### config.mk
export PLATFORM = sky130hd
export DESIGN_NAME = lfo_rate_control
export DESIGN_NICKNAME = d
export VERILOG_FILES = /design/src/rtl/lfo_rate_pkg.sv /design/src/rtl/lfo_glide_dsm.sv /design/src/rtl/rom.sv /design/src/rtl/lfo_rate_control.sv
export SDC_FILE = /design/constraint.sdc
export NUM_CORES = 1
export LEC_CHECK = 0
export CAP_MARGIN = 20
export CORE_AREA = 2 2 107 109
export CTS_BUF_LIST = sky130_fd_sc_hd__clkbuf_4
export CTS_CLUSTER_DIAMETER = 100
export DETAILED_ROUTE_END_ITERATION = 10
export DIE_AREA = 0 0 109 111
export PLACE_DENSITY = 0.81
export RECOVER_POWER = 25
export SLEW_MARGIN = 10
export SYNTH_ARGS = -nofsm -noshare
export SYNTH_HDL_FRONTEND = slang
export SYNTH_SLANG_ARGS = --single-unit
### constraint.sdc
create_clock -name clk_i -period 11.4 [get_ports clk_i]
set_input_delay 2.28 -clock clk_i [delete_from_list [all_inputs] [get_ports clk_i]]
set_output_delay 2.28 -clock clk_i [all_outputs]
set_load 0.02 [all_outputs]
### src/rtl/lfo_rate_pkg.sv
// Purpose: shared types and helpers for the multi-channel LFO rate block.
// Latency: n/a (types and pure functions only).
// Backpressure: n/a.
//
// Contents: the sweep FSM state enum and the glide step function used by
// lfo_glide_dsm. GLIDE_W is wide enough for RESOLUTION up to 32.
package lfo_rate_pkg;

    typedef enum logic [1:0] {
        ST_IDLE = 2'd0,
        ST_ADDR = 2'd1,
        ST_CALC = 2'd2,
        ST_DONE = 2'd3
    } lfo_state_t;

    localparam int GLIDE_W = 34;

    // One glide step toward the target. The shifted step is forced to +/-1
    // when it would otherwise truncate to zero, so cur always reaches tgt.
    function automatic logic signed [GLIDE_W-1:0] glide_step(
        input logic signed [GLIDE_W-1:0] diff,
        input int unsigned               shift
    );
        logic signed [GLIDE_W-1:0] step;
        step = diff >>> shift;
        if (step == '0 && diff != '0) begin
            step = diff[GLIDE_W-1] ? '1 : GLIDE_W'(1);
        end
        return step;
    endfunction

endpackage

### src/rtl/lfo_glide_dsm.sv
// Purpose: one channel's glide toward target probability plus first-order delta-sigma.
// Latency: combinational.
// Backpressure: none.
//
// Ports: cur/acc current glide value and accumulator, tgt raw ROM word,
// gen_en generate this tick; cur_new/acc_new next state, en_bit output bit.
// cur never overshoots tgt, so cur_new stays within 0..2**RESOLUTION and
// acc + cur_new always fits RESOLUTION+1 bits.
module lfo_glide_dsm
    import lfo_rate_pkg::*;
#(
    parameter int RESOLUTION  = 16,
    parameter int GLIDE_SHIFT = 4
) (
    input  logic [RESOLUTION:0]   cur,
    input  logic [RESOLUTION-1:0] acc,
    input  logic [RESOLUTION:0]   tgt,
    input  logic                  gen_en,
    output logic [RESOLUTION:0]   cur_new,
    output logic [RESOLUTION-1:0] acc_new,
    output logic                  en_bit
);

    localparam logic [RESOLUTION:0] FULL = {1'b1, {RESOLUTION{1'b0}}};

    logic [RESOLUTION:0]       tgt_sat;
    logic signed [GLIDE_W-1:0] diff;
    logic signed [GLIDE_W-1:0] step;
    logic signed [GLIDE_W-1:0] cur_ext;
    logic [RESOLUTION:0]       dsm_sum;
    logic                      unused_cur_hi;

    always_comb begin
        tgt_sat = (tgt > FULL) ? FULL : tgt;
        diff    = $signed(GLIDE_W'(tgt_sat)) - $signed(GLIDE_W'(cur));
        step    = glide_step(diff, GLIDE_SHIFT);
        cur_ext = $signed(GLIDE_W'(cur)) + step;
        cur_new = cur_ext[RESOLUTION:0];
        // Carry out of the accumulator is the output bit; subtracting full
        // scale is simply dropping that carry.
        dsm_sum = {1'b0, acc} + cur_new;
        en_bit  = gen_en & dsm_sum[RESOLUTION];
        acc_new = gen_en ? dsm_sum[RESOLUTION-1:0] : acc;
    end

    assign unused_cur_hi = ^cur_ext[GLIDE_W-1:RESOLUTION+1];

endmodule

### src/rtl/rom.sv
// Purpose: frequency-number to probability lookup ROM.
// Latency: 1 clock from addr to rd_dat.
// Backpressure: none; a new address is accepted every clock.
//
// Ports: clk_i clock, addr read address, rd_dat registered read word.
// This behavioural model serves a built-in ramp table,
// word = (addr - 1) << (DWIDTH - 3) for addr > 0 and 0 for addr 0,
// saturating at the word width. The named INIT_FILE is consumed by the
// ROM macro generation flow, not by this model.
module rom #(
    parameter int    DWIDTH    = 17,
    parameter int    AWIDTH    = 8,
    parameter string INIT_FILE = ""
) (
    input  logic              clk_i,
    input  logic [AWIDTH-1:0] addr,
    output logic [DWIDTH-1:0] rd_dat
);

    localparam longint unsigned WORD_MAX = (64'd1 << DWIDTH) - 64'd1;

    function automatic longint unsigned ramp_word(
        input longint unsigned a,
        input int unsigned     shift
    );
        if (a == 64'd0) begin
            return 64'd0;
        end
        return (a - 64'd1) << shift;
    endfunction

    longint unsigned   word;
    logic [DWIDTH-1:0] table_dat;
    logic              unused_init_file;

    assign unused_init_file = (INIT_FILE != "");

    always_comb begin
        word      = ramp_word(64'(addr), DWIDTH - 3);
        table_dat = (word > WORD_MAX) ? '1 : word[DWIDTH-1:0];
    end

    always_ff @(posedge clk_i) begin
        rd_dat <= table_dat;
    end

endmodule

### src/rtl/lfo_rate_control.sv
// Purpose: per-channel LFO angle-increment enables from frequency numbers, shared ROM.
// Latency: sample_tick_i to update_o is 2*CHANNELS+1 clocks.
// Backpressure: none; ticks arriving while busy_o is high are dropped and flag overrun_o.
//
// Ports: clk_i, srst_i (sync, active high), sample_tick_i strobe,
// frequency_number_i (channel k at [k*ADDR_WIDTH +: ADDR_WIDTH]),
// divisor_sel_i (generate every 2**sel accepted ticks); angle_incr_en_o
// per-channel pulse valid with update_o, busy_o sweep active, overrun_o sticky.
module lfo_rate_control
    import lfo_rate_pkg::*;
#(
    parameter int    CHANNELS        = 2,
    parameter int    RESOLUTION      = 16,
    parameter int    ADDR_WIDTH      = 8,
    parameter string FREQ_TABLE_FILE = "",
    parameter int    GLIDE_SHIFT     = 4,
    parameter int    DIV_WIDTH       = 3
) (
    input  logic                           clk_i,
    input  logic                           srst_i,
    input  logic                           sample_tick_i,
    input  logic [CHANNELS*ADDR_WIDTH-1:0] frequency_number_i,
    input  logic [DIV_WIDTH-1:0]           divisor_sel_i,
    output logic [CHANNELS-1:0]            angle_incr_en_o,
    output logic                           update_o,
    output logic                           busy_o,
    output logic                           overrun_o
);

    localparam int CH_W   = (CHANNELS > 1) ? $clog2(CHANNELS) : 1;
    localparam int TICK_W = (2 ** DIV_WIDTH) - 1;

    lfo_state_t state_q;
    lfo_state_t state_d;

    logic [ADDR_WIDTH-1:0] shadow_q [CHANNELS];
    logic [TICK_W-1:0]     tick_cnt_q;
    logic [TICK_W-1:0]     div_mask;
    logic                  gen_en_q;
    logic [CH_W-1:0]       ch_q;
    logic                  last_ch;
    logic                  tick_accept;

    logic [RESOLUTION:0]   cur_q [CHANNELS];
    logic [RESOLUTION-1:0] acc_q [CHANNELS];
    logic [CHANNELS-1:0]   bits_q;

    logic [ADDR_WIDTH-1:0] rom_addr;
    logic [RESOLUTION:0]   rom_dat;
    logic [RESOLUTION:0]   cur_new;
    logic [RESOLUTION-1:0] acc_new;
    logic                  en_bit;

    assign tick_accept = (state_q == ST_IDLE) && sample_tick_i;
    assign last_ch     = (ch_q == CH_W'(CHANNELS - 1));
    assign div_mask    = TICK_W'((32'd1 << divisor_sel_i) - 32'd1);

    // FSM: state register
    always_ff @(posedge clk_i) begin
        if (srst_i) begin
            state_q <= ST_IDLE;
        end else begin
            state_q <= state_d;
        end
    end

    // FSM: next state
    always_comb begin
        state_d = state_q;
        case (state_q)
            ST_IDLE: if (sample_tick_i) state_d = ST_ADDR;
            ST_ADDR: state_d = ST_CALC;
            ST_CALC: state_d = last_ch ? ST_DONE : ST_ADDR;
            ST_DONE: state_d = ST_IDLE;
            default: state_d = ST_IDLE;
        endcase
    end

    // FSM: outputs. The ROM registers its address every clock; the word for
    // channel ch addressed during ADDR is on rom_dat during the following CALC.
    always_comb begin
        busy_o   = (state_q != ST_IDLE);
        rom_addr = shadow_q[ch_q];
    end

    // Sweep datapath and per-channel state
    always_ff @(posedge clk_i) begin
        if (srst_i) begin
            tick_cnt_q <= '0;
            gen_en_q   <= 1'b0;
            ch_q       <= '0;
            bits_q     <= '0;
            overrun_o  <= 1'b0;
            for (int k = 0; k < CHANNELS; k++) begin
                shadow_q[k] <= '0;
                cur_q[k]    <= '0;
                acc_q[k]    <= '0;
            end
        end else begin
            if (sample_tick_i && state_q != ST_IDLE) begin
                overrun_o <= 1'b1;
            end
            if (tick_accept) begin
                for (int k = 0; k < CHANNELS; k++) begin
                    shadow_q[k] <= frequency_number_i[k*ADDR_WIDTH +: ADDR_WIDTH];
                end
                gen_en_q   <= ((tick_cnt_q & div_mask) == '0);
                tick_cnt_q <= tick_cnt_q + 1'b1;
                ch_q       <= '0;
                bits_q     <= '0;
            end
            if (state_q == ST_CALC) begin
                cur_q[ch_q]  <= cur_new;
                acc_q[ch_q]  <= acc_new;
                bits_q[ch_q] <= en_bit;
                if (!last_ch) begin
                    ch_q <= ch_q + 1'b1;
                end
            end
        end
    end

    // Enables are presented only for the single update_o clock.
    always_ff @(posedge clk_i) begin
        if (srst_i) begin
            update_o        <= 1'b0;
            angle_incr_en_o <= '0;
        end else begin
            update_o        <= (state_q == ST_DONE);
            angle_incr_en_o <= (state_q == ST_DONE) ? bits_q : '0;
        end
    end

    rom #(
        .DWIDTH    (RESOLUTION + 1),
        .AWIDTH    (ADDR_WIDTH),
        .INIT_FILE (FREQ_TABLE_FILE)
    ) u_rom (
        .clk_i  (clk_i),
        .addr   (rom_addr),
        .rd_dat (rom_dat)
    );

    lfo_glide_dsm #(
        .RESOLUTION  (RESOLUTION),
        .GLIDE_SHIFT (GLIDE_SHIFT)
    ) u_glide_dsm (
        .cur     (cur_q[ch_q]),
        .acc     (acc_q[ch_q]),
        .tgt     (rom_dat),
        .gen_en  (gen_en_q),
        .cur_new (cur_new),
        .acc_new (acc_new),
        .en_bit  (en_bit)
    );

endmodule

==> results.txt, run 1 <==
post-CTS sizing -> 0
1st-pass router iterations -> 5
Via Count -> 5130
Final Hold Fails -> 0
Max VDD drop -> 0.0000903 V
Avg Cell Area, Syn -> 9.60 um^2
grt ovf -> 0
final setup vio count -> 0
initial antenna violation count -> 1
Final min period -> 9.41 ns
reg2reg path depth -> 32
critical path's slowest cell -> clkbuf_1
area delta synth->final -> 8.74%
Root Buffer -> clkbuf_4
Crit path largest cell delay -> 1.41 ns
reg2reg end -> acc_q[1][15]
async set or reset register ratio after synthesis -> 0%
register area share after synthesis -> 42.4%
DR WL/cell -> 15.8 um
Iter 0 DRT Violations -> 422
Synth Area in XOR/XNOR -> 6.70%
# fillers -> 826
CTS tree -> yes
Leakage -> 2.97 nW
hold path depth -> 1
Worst R2R Setup Slack -> 1.99 ns
placed cell area -> 0.00718 mm^2
Critical Path RT -> 11.64 ns
Final ANT Viol Nets -> 0
Main synth FF type -> edfxtp_1
Die W -> 109 um
Starting Density -> 61.4%
H-tree Lvls -> 3
Post-Synthesis Cell Area -> 0.00680 mm^2
PnR Total Power -> 1.58 mW
Yosys warning count -> 0
Die H -> 111 um
Adder-Cell Fraction of Synth Area -> 8.98%
worst setup margin -> 1.99 ns
Hold Path Sink -> angle_incr_en_o[1]
WS Path Type -> flop to flop
Syn Inst Count -> 708
Compound-Gate Fraction of Synth Area -> 14.4%
Clk pwr share -> 15.1%
worst path bufs/invs -> 3
violated checks -> max-capacitance violations, max-slew violations
# DRC -> 0
drt total wl -> 13800 um
Comb pwr share -> 57.1%
setup repair bufs after CTS -> 0
most used cell, CP -> ha_1
Post-Place Setup Slack -> 3.04 ns
largest net degree at the start of global routing -> 35
Yosys cell types -> 59
Tightest Pin Transition -> 1.93 ns
top area cells in the synthesized netlist -> edfxtp_1 36%, ha_1 8.1%, dfxtp_1 6.2%
Net Switching -> 663 uW
Yosys top cell area share -> 36.2%
TritonCTS buffer count -> 9
sequential power share -> 27.8%
P per Cell Area -> 214 mW/mm^2
TritonCTS Sinks -> 103
final period utilization -> 82.5%
fraction of layout instances using a drive strength above 1 -> 7.81%
# IOs -> 27
CTS Hold Buffers Added -> 0
first-pass GRT wire length -> 22400 um
GPL Wtd Cong -> 0.913
hpwl dp -> 9930 um
Max Fclk -> 106 MHz
number of synthesized flops with an enable pin -> 82
Critical R2R Launch -> ch_q
core area -> 0.0111 mm^2
Post-Synth Simple-Gate Area -> 16.7%
vias in the first global route -> 5017
Max FO, Critical Path -> 30
Max-cap violations -> 2
data arrival time of the worst path -> 9.65 ns
main combinational cell family by area after synthesis -> simple AND/OR/NAND/NOR gates
Final Instance Area -> 0.00739 mm^2
nets -> 794
Crit. End Element -> flop
Worst path top cell family by delay -> compound AO/OA/AOI/OAI gates
RSZ-0062 raised after global routing -> false
clock slew at reported path FFs -> 0.16 ns
Post-Synthesis Net Count -> 777
I/O Buffers -> 26
HP Class -> flop to flop
setup TNS -> 0 ns
Max clock buf depth -> 2
mux contribution to synthesized area -> 6.68%
Startpoint Class -> flop
Synth area leader -> edfxtp_1
status -> complete, but fails checks
row cnt -> 39
Sw Ratio -> 41.9%
Slew Limit Fails -> 65
Slew HR -> -28.8%
internal power -> 918 uW
register bit total from synthesis -> 103
hold_sp -> bits_q[1]
Worst-Skew Late Latency -> 0.48 ns
Total GRT Usage -> 23.7%
clk_skew -> 0.0171 ns
Die ar. -> 0.0121 mm^2
Via density -> 5.87
[cell type report]
cell class	count	area (um^2)	share of cell area (%)
multi-input cells	530	3640	49.2
flip-flops and latches	103	2880	39.0
repair buffers	33	313	4.23
inverters	48	180	2.44
well taps	143	179	2.42
clock inverters	7	125	1.69
clock buffers	9	67.6	0.914
diodes	1	2.50	0.0339
[per-stage QoR]
stage	instances	util, %	hold slack (ns)
2_1_floorplan	708	-	0.423
3_3_place_gp	856	64.8	0.448
3_5_place_dp	856	64.8	0.446
4_1_cts	872	66.6	0.482
5_1_grt	874	66.7	0.493
6_report	874	66.7	0.491
[registers in the layout (all words and copies together), names as in the netlist, 2 cells and up]
name             flops
cur_q               34
acc_q               32
shadow_q            16
tick_cnt_q           7
u_rom.rd_dat         4
angle_incr_en_o      2
bits_q               2
state_q              2
[placed cells by master (no fill, tap or decap), types with 12 or more instances in the layout]
cell type,instances
nor2b_1,15
nor3_1,14
nor2_1,98
mux2i_1,24
clkdlybuf4s50_1,24
nand2_1,34
xnor2_1,30
dfxtp_1,20
o21ai_0,37
a21oi_1,39
ha_1,44
mux2_2,19
and2_1,21
inv_1,46
a21o_1,12
edfxtp_1,82
xor2_1,22
[cell usage after synthesis, types with 2 or more instances]
| master | count |
|---|---|
| o21ai_0 | 37 |
| o21bai_1 | 4 |
| and3_1 | 2 |
| nor2_1 | 98 |
| nor3_1 | 15 |
| inv_2 | 2 |
| o31ai_1 | 5 |
| inv_1 | 46 |
| and2_1 | 23 |
| nor2b_1 | 15 |
| nand3_1 | 11 |
| o32ai_1 | 3 |
| fa_1 | 3 |
| nand4_1 | 7 |
| a21oi_1 | 39 |
| ha_1 | 44 |
| buf_1 | 3 |
| a31o_2 | 2 |
| o211ai_1 | 2 |
| a31oi_1 | 6 |
| mux2i_1 | 24 |
| edfxtp_1 | 82 |
| xnor2_1 | 30 |
| o41ai_1 | 2 |
| o22ai_1 | 3 |
| o31a_1 | 2 |
| o21a_1 | 6 |
| or3_1 | 5 |
| o2111ai_1 | 3 |
| a311oi_1 | 2 |
| dfxtp_1 | 21 |
| mux2_2 | 19 |
| a21o_1 | 12 |
| or4_1 | 3 |
| a211oi_1 | 8 |
| a41oi_1 | 3 |
| o311a_1 | 2 |
| clkbuf_1 | 23 |
| nand2_1 | 34 |
| nor4_1 | 4 |
| or2_2 | 6 |
| xor2_1 | 22 |
| nand2b_1 | 9 |
[power by group through the flow]
stage / clock network [mW] / logic (mW) / registers [mW]
global route: 0.255 / 1.00 / 0.442
floorplan: 0 / 0.717 / 0.444
detailed placement: 0 / 0.878 / 0.451
CTS: 0.244 / 0.890 / 0.442
finish: 0.239 / 0.902 / 0.440
global placement: 0 / 0.855 / 0.449
[per-layer routing]
layer  vias up  track usage [%]  routed length (um)
li1       2570                -                   -
met3        19             4.00                 662
met4         0             9.57                 248
met2       152             40.1                6830
met1      2389             29.8                6080
met5         -                0                   0
[cell families after synthesis]
kind of cell               count (synthesis)
and+or+nand+nor                          237
AOI/OAI and AO/OA                        151
DFF                                      103
buffers and inverters                     75
xor gates and xnor gates                  52
adders and majority gates                 47
muxes                                     43
[worst reg2reg max path: cells and delay by family (launching register included)]
kind,cells,cell delay [ns]
and+or+nand+nor,9,2.04
muxes,2,0.66
buffers and inverters,3,1.56
xor gates and xnor gates,3,0.51
DFF,1,0.64
adders and majority gates,5,1.60
AOI/OAI and AO/OA,10,2.16
[worst max path at each step]
stage | end | cells after the start | startpoint
floorplan | acc_q[0][15] | 35 | ch_q
global placement | acc_q[1][15] | 32 | ch_q
detailed placement | acc_q[1][15] | 32 | ch_q
CTS | acc_q[1][15] | 32 | ch_q
global route | acc_q[0][15] | 32 | ch_q
finish | acc_q[1][15] | 32 | ch_q
No activity file was read; power rests on OpenSTA's default activity.
==> run 2, diff against run 1 <==
==> constraint.sdc (replaced) <==
create_clock -name clk_i -period 9.3 [get_ports clk_i]
set_input_delay 1.86 -clock clk_i [delete_from_list [all_inputs] [get_ports clk_i]]
set_output_delay 1.86 -clock clk_i [all_outputs]
set_load 0.02 [all_outputs]
==> run 2 against run 1 <==
Effect of this change:
- the flow still finishes with violations (max-capacitance violations, max-slew violations)
- flip-flop and latch count did not move
- clock skew rose by 0.014 ns
- clock power rose by 5%
- setup slack got worse by 0.79 ns
- register-to-register slack got worse by 0.79 ns
- combinational power rose by 25%
- die area did not move
- final cell count rose by 0.11%
==> results.txt, run 2 (synthesis results as in run 1) <==
Net Switching -> 842 uW
hpwl dp -> 10000 um
sequential power share -> 28.1%
Tightest Pin Transition -> 1.97 ns
Max clock buf depth -> 2
most used cell, CP -> ha_1
Final Hold Fails -> 0
CP endpoint -> acc_q[1][15]
DR WL/cell -> 16.4 um
Biggest register -> cur_q
reg2reg path depth -> 31
WS Path Type -> flop to flop
Final min period -> 8.10 ns
P per Cell Area -> 261 mW/mm^2
area delta synth->final -> 8.23%
Comb pwr share -> 58.9%
Crit. End Element -> flop
Starting Density -> 61.4%
Sw Ratio -> 43.9%
Root Buffer -> clkbuf_4
largest net degree at the start of global routing -> 35
Via Count -> 5219
final period utilization -> 87.1%
GPL Wtd Cong -> 0.939
Final ANT Viol Nets -> 0
most frequent cells in the layout -> 98 x nor2_1, 82 x edfxtp_1, 46 x inv_1
status -> complete, but fails checks
data arrival time of the worst path -> 8.35 ns
max reg flops -> 34
setup repair bufs after CTS -> 0
row cnt -> 39
nets -> 795
fraction of layout instances using a drive strength above 1 -> 7.93%
# fillers -> 849
Slew Limit Fails -> 34
Clk pwr share -> 13.0%
post-CTS sizing -> 0
1st-pass router iterations -> 10
HP Class -> flop to flop
dpl cells -> 856
Iter 0 DRT Violations -> 439
CTS Hold Buffers Added -> 0
Max VDD drop -> 0.000114 V
Die ar. -> 0.0121 mm^2
Slew HR -> -31.2%
RSZ-0062 raised after global routing -> false
internal power -> 1.08 mW
# DRC -> 0
Worst-Skew Late Latency -> 0.49 ns
Regs by FF count -> cur_q: 34 flops, acc_q: 32 flops, shadow_q: 16 flops
fin cells -> 875
violated checks -> max-capacitance violations, max-slew violations
I/O Buffers -> 26
Max Fclk -> 124 MHz
TritonCTS Sinks -> 103
core area -> 0.0111 mm^2
Max-cap violations -> 1
TritonCTS buffer count -> 9
Critical Path RT -> 9.55 ns
setup TNS -> 0 ns
reg2reg end -> acc_q[1][15]
drt total wl -> 14400 um
Total GRT Usage -> 24.6%
clk_skew -> 0.0314 ns
Die H -> 111 um
# IOs -> 27
critical path's slowest cell -> dfxtp_2
first-pass GRT wire length -> 23400 um
most common cell after layout, fill and taps aside -> nor2_1
Critical R2R Launch -> ch_q
Die W -> 109 um
clock slew at reported path FFs -> 0.17 ns
Leakage -> 2.96 nW
initial antenna violation count -> 1
CP Launch Point -> ch_q
Crit path largest cell delay -> 0.71 ns
Startpoint Class -> flop
grt ovf -> 0
vias in the first global route -> 4992
CTS tree -> yes
Via density -> 5.96
H-tree Lvls -> 3
Max FO, Critical Path -> 20
final core utilization -> 66.4%
Worst R2R Setup Slack -> 1.20 ns
final setup vio count -> 0
## run 2: per-stage QoR
step	setup WS, ns	power, mW	area (um^2)	hold slack, ns
2_1_floorplan	1.08	1.42	6800	0.423
3_3_place_gp	1.58	1.61	7180	0.446
3_5_place_dp	1.25	1.64	7180	0.451
4_1_cts	1.23	1.90	7330	0.491
5_1_grt	0.679	2.06	7360	0.503
6_report	1.20	1.92	7360	0.485
## run 2: routing by layer
metal,GRT usage [%],routed length (um),vias up
met4,8.63,320,0
met2,39.7,6920,130
met3,4.70,502,26
met1,32.9,6620,2489
met5,0,0,-
li1,-,-,2574
## run 2: power by group through the flow
stage                     Clock (mW)  Sequential (mW)  Combinational [mW]
after floorplan                    0            0.544               0.879
after global placement             0            0.551                1.06
after detailed placement           0            0.552                1.09
after CTS                      0.253            0.542                1.10
after global routing           0.274            0.542                1.25
final                          0.250            0.539                1.13
## run 2: how the worst min path moves through the flow
stage / startpoint / to / slack, ns / cells after the start
after detailed placement: bits_q[1] / angle_incr_en_o[1] / 0.45 / 1
final: bits_q[1] / angle_incr_en_o[1] / 0.49 / 1
after floorplan: bits_q[0] / angle_incr_en_o[0] / 0.42 / 1
after global routing: bits_q[0] / angle_incr_en_o[0] / 0.50 / 1
after global placement: bits_q[0] / angle_incr_en_o[0] / 0.45 / 1
after CTS: bits_q[1] / angle_incr_en_o[1] / 0.49 / 1
## run 2: critical path, delay by kind of cell, from the launching register on
kind,cells,cell delay (ns)
simple gates,9,2.04
compound gates,10,2.21
flops,1,0.71
xor+xnor,3,0.50
buf+inv,2,0.13
mux,2,0.64
fa+ha+maj,5,1.60
## run 2: cell type report
cell class	instances	area [um^2]	share of cell area, %
clock inverters	6	76.3	1.04
clock buffers	10	75.1	1.02
multi-input cells	530	3630	49.4
well taps	143	179	2.43
repair buffers	34	324	4.41
inverters	48	180	2.45
flip-flops and latches	103	2880	39.2
diodes	1	2.50	0.0340
==> run 3, diff against run 2 <==
--- a/config.mk
+++ b/config.mk
@@ -6,11 +6,12 @@
 export NUM_CORES = 1
 export LEC_CHECK = 0
 export CAP_MARGIN = 20
-export CORE_AREA = 2 2 107 109
+export CORE_AREA = 5 5 110 112
 export CTS_BUF_LIST = sky130_fd_sc_hd__clkbuf_4
 export CTS_CLUSTER_DIAMETER = 100
 export DETAILED_ROUTE_END_ITERATION = 10
-export DIE_AREA = 0 0 109 111
+export DIE_AREA = 0 0 115 117
+export HOLD_SLACK_MARGIN = 0.05
 export PLACE_DENSITY = 0.81
 export RECOVER_POWER = 25
 export SLEW_MARGIN = 10
==> run 3 against run 2 <==
Effect of this change:
- the run still ends with max-capacitance violations, max-slew violations left
- first-iteration DRC count increased by 23%
- core utilization decreased by 0.26 points
- clock skew increased by 0.0035 ns
- design area about the same
- hold slack improved by 0.0071 ns
- routed wire length decreased by 4.4%
- via count decreased by 1.8%
- highest routed layer unchanged
==> results.txt, run 3 (synthesis results as in run 1) <==
status -> complete, but fails checks
GPL Wtd Cong -> 0.878
Via Count -> 5126
clock slew at reported path FFs -> 0.18 ns
# IOs -> 27
Max VDD drop -> 0.000129 V
1st-pass router iterations -> 5
most common cell after layout, fill and taps aside -> nor2_1
WS Path Type -> flop to flop
GR Util met1 -> 29.0%
violated checks -> max-capacitance violations, max-slew violations
setup repair bufs after CTS -> 0
Die W -> 115 um
CTS Hold Buffers Added -> 0
Final Hold Fails -> 0
# DRC -> 0
Crit. End Element -> flop
final period utilization -> 86.6%
Critical Path RT -> 9.52 ns
H-tree Lvls -> 3
final setup vio count -> 0
row cnt -> 39
multi-input logic area -> 0.00364 mm^2
RSZ-0062 raised after global routing -> false
reg2reg path depth -> 32
initial antenna violation count -> 0
Max clock buf depth -> 2
vias in the first global route -> 5004
Final min period -> 8.05 ns
Max FO, Critical Path -> 11
grt ovf -> 0
hpwl dp -> 10000 um
most frequent cells in the layout -> 98 x nor2_1, 82 x edfxtp_1, 46 x inv_1
Worst path top cell family by delay -> simple AND/OR/NAND/NOR gates
hold path depth -> 2
placed cell area -> 0.00718 mm^2
Tightest Pin Transition -> 1.92 ns
I/O Buffers -> 26
Max-cap violations -> 1
drt total wl -> 13700 um
clk_skew -> 0.0349 ns
HP Class -> flop to flop
Starting Density -> 61.1%
Max Fclk -> 124 MHz
Final ANT Viol Nets -> 0
Biggest register -> cur_q
core area -> 0.0111 mm^2
Top Usage Layer GRT -> met2
Worst-Skew Late Latency -> 0.47 ns
first-pass GRT wire length -> 23300 um
area delta synth->final -> 8.28%
# diodes -> 0
Slew HR -> -28.3%
grt met2 use -> 35.8%
Die H -> 117 um
Total GRT Usage -> 21.3%
post-CTS sizing -> 0
FF/Latch Area -> 0.00288 mm^2
Via density -> 5.86
P per Cell Area -> 256 mW/mm^2
routing usage on met3 -> 2.93%
critical path depth -> 32
Slew Limit Fails -> 34
Crit path largest cell delay -> 0.60 ns
max reg flops -> 34
nets -> 795
# fillers -> 882
Root Buffer -> clkbuf_4
Final Instance Area -> 0.00736 mm^2
largest net degree at the start of global routing -> 35
Leakage -> 2.96 nW
critical path's slowest cell -> nor2b_1
worst path bufs/invs -> 3
TritonCTS Sinks -> 103
setup TNS -> 0 ns
fraction of layout instances using a drive strength above 1 -> 8.07%
TritonCTS buffer count -> 9
DR WL/cell -> 15.7 um
CTS tree -> yes
data arrival time of the worst path -> 8.26 ns
Iter 0 DRT Violations -> 540
Die ar. -> 0.0135 mm^2
Regs by FF count -> cur_q: 34 flops, acc_q: 32 flops, shadow_q: 16 flops
Startpoint Class -> flop
run 3: cell types whose count changed in the layout (fill, tap and decap cells not counted):
cell       previous run  this run
and2_0                5         2
and2_1               18        21
buf_16                0         1
buf_8                 1         0
bufinv_16             1         0
clkinv_8              0         1
diode_2               1         0
inv_6                 2         1
inv_8                 1         2
nor3_1               15        14
nor3_2                0         1
run 3: layout make-up:
| type | instances | share of cell area, % |
|---|---|---|
| tap | 143 | 2.43 |
| inverter | 48 | 2.45 |
| clock inverter | 6 | 0.884 |
| multi-input combinational | 530 | 49.5 |
| clock buffer | 10 | 1.02 |
| sequential | 103 | 39.2 |
| timing repair buffer | 34 | 4.57 |
run 3: worst min-delay path, cell delays in order (launching register included):
cell	delay [ns]
dfxtp_1	0.35
nand3_1	0.06
o31ai_1	0.06
run 3: final timing paths:
kind	start	endpoint	slack (ns)
setup / recovery	u_rom.rd_dat[16]	acc_q[1][13]	1.25
hold / removal	bits_q[1]	bits_q[1]	0.49
setup reg to reg	u_rom.rd_dat[16]	acc_q[1][13]	1.25
hold reg to reg	bits_q[1]	bits_q[1]	0.49
run 3: metal layers:
metal	vias to the layer above	share of wire [%]
li1	2566	-
met1	2390	46
met2	146	48
met3	24	4.1
met4	0	1.9
met5	-	0
run 3: where the power goes:
| group | internal (mW) | total [mW] | switching (mW) | leakage (nW) |
|---|---|---|---|---|
| clock network | 0.0661 | 0.224 | 0.158 | 0.0778 |
| registers | 0.526 | 0.539 | 0.0128 | 1.03 |
| logic | 0.461 | 1.12 | 0.660 | 1.86 |
run 3: stage by stage:
stage | hold slack, ns | power [mW] | setup slack (ns) | util, % | std cells
3_3_place_gp | 0.448 | 1.60 | 1.54 | 64.6 | 856
4_1_cts | 0.490 | 1.87 | 1.23 | 65.8 | 872
5_1_grt | 0.517 | 2.03 | 0.568 | 66.1 | 874
2_1_floorplan | 0.423 | 1.42 | 1.08 | - | 708
6_report | 0.492 | 1.88 | 1.25 | 66.1 | 874
3_5_place_dp | 0.453 | 1.64 | 1.27 | 64.6 | 856
